<file path="config.mk">
export PLATFORM = sky130hd
export DESIGN_NAME = csa_out_word_buffer
export DESIGN_NICKNAME = d
export VERILOG_FILES = /design/src/rtl/csa_pkg.sv /design/src/rtl/csa_word_ram.sv /design/src/rtl/csa_out_word_buffer.sv
export SDC_FILE = /design/constraint.sdc
export NUM_CORES = 2
export LEC_CHECK = 0
export ABC_CLOCK_PERIOD_IN_PS = 7200
export BUFFER_PORTS_ARGS = -buffer_cell sky130_fd_sc_hd__buf_4
export CAP_MARGIN = 0
export CELL_PAD_IN_SITES_DETAIL_PLACEMENT = 1
export CELL_PAD_IN_SITES_GLOBAL_PLACEMENT = 1
export CORE_UTILIZATION = 30
export DETAILED_ROUTE_END_ITERATION = 10
export HOLD_SLACK_MARGIN = 0.05
export PLACE_DENSITY_LB_ADDON = 0.08
export SETUP_SLACK_MARGIN = 0.05
export SLEW_MARGIN = 20
export SYNTH_ARGS = -nofsm -noshare
export SYNTH_HDL_FRONTEND = slang
export SYNTH_SLANG_ARGS = --single-unit
</file>
<file path="constraint.sdc">
create_clock -name clk -period 7.2 [get_ports clk]
set_input_delay 1.44 -clock clk [delete_from_list [all_inputs] [get_ports clk]]
set_output_delay 1.44 -clock clk [all_outputs]
set_load 0.1 [all_outputs]
</file>
<file path="src/rtl/csa_pkg.sv">
// Constants and helpers shared by the 48-to-3x32 converter and its word consumers.
package csa_pkg;

  // A 48-bit sample splits into three 16-bit parts, so each upstream burst is three words.
  localparam int GROUP_WORDS = 3;

  function automatic int clog2(input int value);
    int result;
    int rem;
    result = 0;
    rem = value - 1;
    while (rem > 0) begin
      result = result + 1;
      rem = rem >> 1;
    end
    return result;
  endfunction

endpackage

</file>
<file path="src/rtl/csa_word_ram.sv">
// Simple dual-port word RAM: synchronous write, registered read with hold when idle.
module csa_word_ram #(
  parameter int DATA_WIDTH = 32,
  parameter int DEPTH = 64,
  parameter int ADDR_WIDTH = 6
) (
  input  logic                  clk,
  input  logic                  rst_n,
  input  logic                  we,
  input  logic [ADDR_WIDTH-1:0] waddr,
  input  logic [DATA_WIDTH-1:0] wdata,
  input  logic                  re,
  input  logic [ADDR_WIDTH-1:0] raddr,
  output logic [DATA_WIDTH-1:0] rdata
);

  logic [DATA_WIDTH-1:0] mem [DEPTH];

  // The array is left unreset so it can map onto block RAM.
  always_ff @(posedge clk) begin
    if (we) begin
      mem[waddr] <= wdata;
    end
  end

  always_ff @(posedge clk or negedge rst_n) begin
    if (!rst_n) begin
      rdata <= '0;
    end else if (re) begin
      rdata <= mem[raddr];
    end
  end

endmodule

</file>
<file path="src/rtl/csa_out_word_buffer.sv">
// Word FIFO between the 48-to-3x32 converter and the AXI register-read side.
module csa_out_word_buffer
  import csa_pkg::*;
#(
  parameter int DATA_WIDTH = 32,
  parameter int DEPTH = 64,
  parameter int ADDR_WIDTH = clog2(DEPTH)
) (
  input  logic                  clk,
  input  logic                  rst_n,
  input  logic                  wen,
  input  logic [DATA_WIDTH-1:0] wdata,
  output logic                  error_full,
  input  logic                  ren,
  output logic [DATA_WIDTH-1:0] rdata,
  output logic                  rvalid,
  output logic                  r_ready,
  output logic                  group_ready,
  output logic [ADDR_WIDTH:0]   level,
  output logic                  err_overflow,
  output logic                  err_underflow,
  input  logic                  clear_err
);

  localparam logic [ADDR_WIDTH:0] FULL_LEVEL   = (ADDR_WIDTH+1)'(DEPTH);
  localparam logic [ADDR_WIDTH:0] GROUP_LEVEL  = (ADDR_WIDTH+1)'(GROUP_WORDS);
  localparam logic [ADDR_WIDTH:0] HEADROOM_MAX = (ADDR_WIDTH+1)'(DEPTH - GROUP_WORDS);

  logic [ADDR_WIDTH-1:0] wr_ptr;
  logic [ADDR_WIDTH-1:0] rd_ptr;
  logic                  wr_ok;
  logic                  rd_ok;

  // Handshake: a write is taken when wen is high and the registered level is below
  // DEPTH; a pop is taken when ren is high and the registered level is non-zero.
  // A taken pop returns its word on rdata with a one-cycle rvalid pulse on the next cycle.
  assign wr_ok = wen && (level != FULL_LEVEL);
  assign rd_ok = ren && (level != '0);

  assign error_full  = level > HEADROOM_MAX;
  assign r_ready     = level != '0;
  assign group_ready = level >= GROUP_LEVEL;

  csa_word_ram #(
    .DATA_WIDTH(DATA_WIDTH),
    .DEPTH(DEPTH),
    .ADDR_WIDTH(ADDR_WIDTH)
  ) u_ram (
    .clk(clk),
    .rst_n(rst_n),
    .we(wr_ok),
    .waddr(wr_ptr),
    .wdata(wdata),
    .re(rd_ok),
    .raddr(rd_ptr),
    .rdata(rdata)
  );

  always_ff @(posedge clk or negedge rst_n) begin
    if (!rst_n) begin
      wr_ptr        <= '0;
      rd_ptr        <= '0;
      level         <= '0;
      rvalid        <= 1'b0;
      err_overflow  <= 1'b0;
      err_underflow <= 1'b0;
    end else begin
      rvalid <= rd_ok;
      if (wr_ok) begin
        wr_ptr <= wr_ptr + 1'b1;
      end
      if (rd_ok) begin
        rd_ptr <= rd_ptr + 1'b1;
      end
      if (wr_ok && !rd_ok) begin
        level <= level + 1'b1;
      end else if (rd_ok && !wr_ok) begin
        level <= level - 1'b1;
      end
      // A new error in the same cycle as clear_err keeps the flag set.
      err_overflow  <= (err_overflow && !clear_err) || (wen && !wr_ok);
      err_underflow <= (err_underflow && !clear_err) || (ren && !rd_ok);
    end
  end

endmodule

</file>
==> results.txt <==
Synth Register Bits: 2102
# port buffers: 81
Minimum hold slack: 0.449 ns
Area grow syn2layout: 16.5%
CTS tree: done
Dpl hpwl: 150 mm
Vias in the first global route: 40588
Fin. Hold Viols: 0
GRT Resource Usage Total: 0.188
Final worst-path cycle share: 0.581
Async S/R FF share, synth: 0.0257
Top post-synthesis cells by area: edfxtp_1, mux4_2, mux2i_1
Clk root buf: clkbuf_16
Max Cap Viol: 0
Reg-to-reg slack, setup: 3.02 ns
Relative slew margins: 0.249
Final wirelength: 257 mm
Place WS: 2.77 ns
Non-filler cells in the finished layout: 7681
Mean Syn Cell Area: 22.0 um2
Post-Syn Area: 0.0809 mm2
Share of post-route cells with drive strength above 1: 0.275
Max Root-Sink Buffers: 4
I/O Pins: 82
Worst-case reg-to-reg path depth: 11
Vias per cell: 5.02
Data arrival time of the worst path: 2.74 ns
Placed Instances: 7235
Die Height: 521 um
Setup ws final: 3.02 ns
Outcome: finished clean
Worst Setup Start Kind: register
Dpl cell area: 0.0865 mm2
Yosys top cell area share: 0.760
Clock transition at path regs: 0.06 ns
Top cells by count, synth: edfxtp_1, mux4_2, mux2i_1
Die Width: 521 um
Critical Path End Type: primary output
Syn nets: 3727
CP max FO: 7
Total core area: 0.268 mm2
Critical R2R Capture: level[5]
# rows: 190
Initial core utilization: 0.302
TritonCTS Buffers: 241
Leakage: 29.6 nW
Worst R2R Start: level[3]
Total negative setup slack: 0 ns
Routed Antenna Nets: 0
Pre-antenna DRT Iters: 5
RSZ-0062 raised after global routing: false
Post-synth EDFFs: 2048
Final nets: 3973
Skew final: 0.0639 ns
First-pass GRT wire length: 352 mm
Area of the die: 0.272 mm2
Initial DRC count: 3542
DRC viols: 0
Count of pins over their slew limit: 0
GR Overflow Total: 0
# setup viols final: 0
Number of setup buffers added after CTS: 0
Cell taking the most area after synthesis: edfxtp_1
Seq/Total Area, Yosys: 0.777
Crit path required time: 5.76 ns
CTS resizes: 0
Post-CTS Hold Fix Bufs: 0
Vias: 38570
H-tree Lvls: 4
Clock Sinks: 2102
WL/cell: 33.4 um
Global placement routability congestion: 0.749
Worst hold path class: input pin to asynchronous set/reset pin
WS Path Type: register to primary output
Worst-skew pair later-pin latency: 0.92 ns
Worst-Margin Slew: 1.12 ns
Main synth FF type: edfxtp_1
Synth Instances: 3681
Pwr per Cell Area: 400 mW/mm2
Pwr Total: 37.7 mW
Peak supply drop: 0.000251 V
Fmax: 239 MHz
Netlist cell types: 57
Design Area, Final: 0.0942 mm2
Crit path time final: 4.18 ns
Initial antenna violation count: 27
Largest net degree at the start of global routing: 102
Most numerous cell in the Yosys netlist: edfxtp_1
Synth warn: 0
Final Util: 0.351
[critical path, stage by stage, from the launching register on]
cell and delay [ns]:
dfrtp_1 0.43, or4_1 0.76, nor3_1 0.33, inv_1 0.07
buf_4 0.24
[layout by cell type, fill, tap and decap left out, types with 42 or more instances in the layout]
cell type  synthesis  routed
buf_4             37     193
o22ai_1           53      53
nor2_4             0      65
mux2i_1          231     231
clkbuf_1          72      60
nand3_1           43      42
dfrtp_1           54      49
clkinv_1           0      43
mux4_2           462     462
clkbuf_16          0     244
edfxtp_1        2048    2048
nand2_1          116     116
[sequential cells by signal (all words and copies together), names as in the netlist]
name	count
rd_ptr	6
rvalid	1
err_underflow	1
level	7
u_ram.rdata	32
wr_ptr	6
err_overflow	1
u_ram.mem	2048
[cell families after synthesis]
family | synth area share
AND/OR/NAND/NOR | 0.0175
XOR/XNOR | 0.00152
multiplexers | 0.162
buffers and inverters | 0.0155
AO/OA/AOI/OAI | 0.0254
adder cells (fa/ha/maj) | 0.00148
flip-flops | 0.777
[how the worst max path moves through the flow]
stage                  endpoint  startpoint
3_5_place_dp   u_ram.mem[56][5]         wen
4_1_cts                level[5]    level[2]
3_3_place_gp   u_ram.mem[6][30]         wen
2_1_floorplan        error_full    level[1]
6_report                r_ready    level[3]
5_1_grt                level[5]    level[2]
[power breakdown]
group | switching, mW | internal [mW]
Clock | 4.97 | 7.08
Combinational | 7.11 | 4.02
Sequential | 0.530 | 14.0
[cell type report]
| class | instances | area [um2] |
|---|---|---|
| inverters | 11 | 41.3 |
| multi-input cells | 1360 | 17400 |
| clock buffers | 316 | 6500 |
| well taps | 3552 | 4440 |
| repair buffers | 211 | 1830 |
| clock inverters | 118 | 1150 |
| fillers | 25965 | 174000 |
| flip-flops and latches | 2102 | 62900 |
| diodes | 11 | 27.5 |
[metal layers]
metal  global-route usage  vias up  part of all wire
li1                     -    16024                 -
met1                0.274    21525              0.47
met2                0.304      783              0.48
met3               0.0238      238             0.039
met4               0.0313        0             0.015
met5                    0        -                 0
No activity file was read; power rests on OpenSTA's default activity.
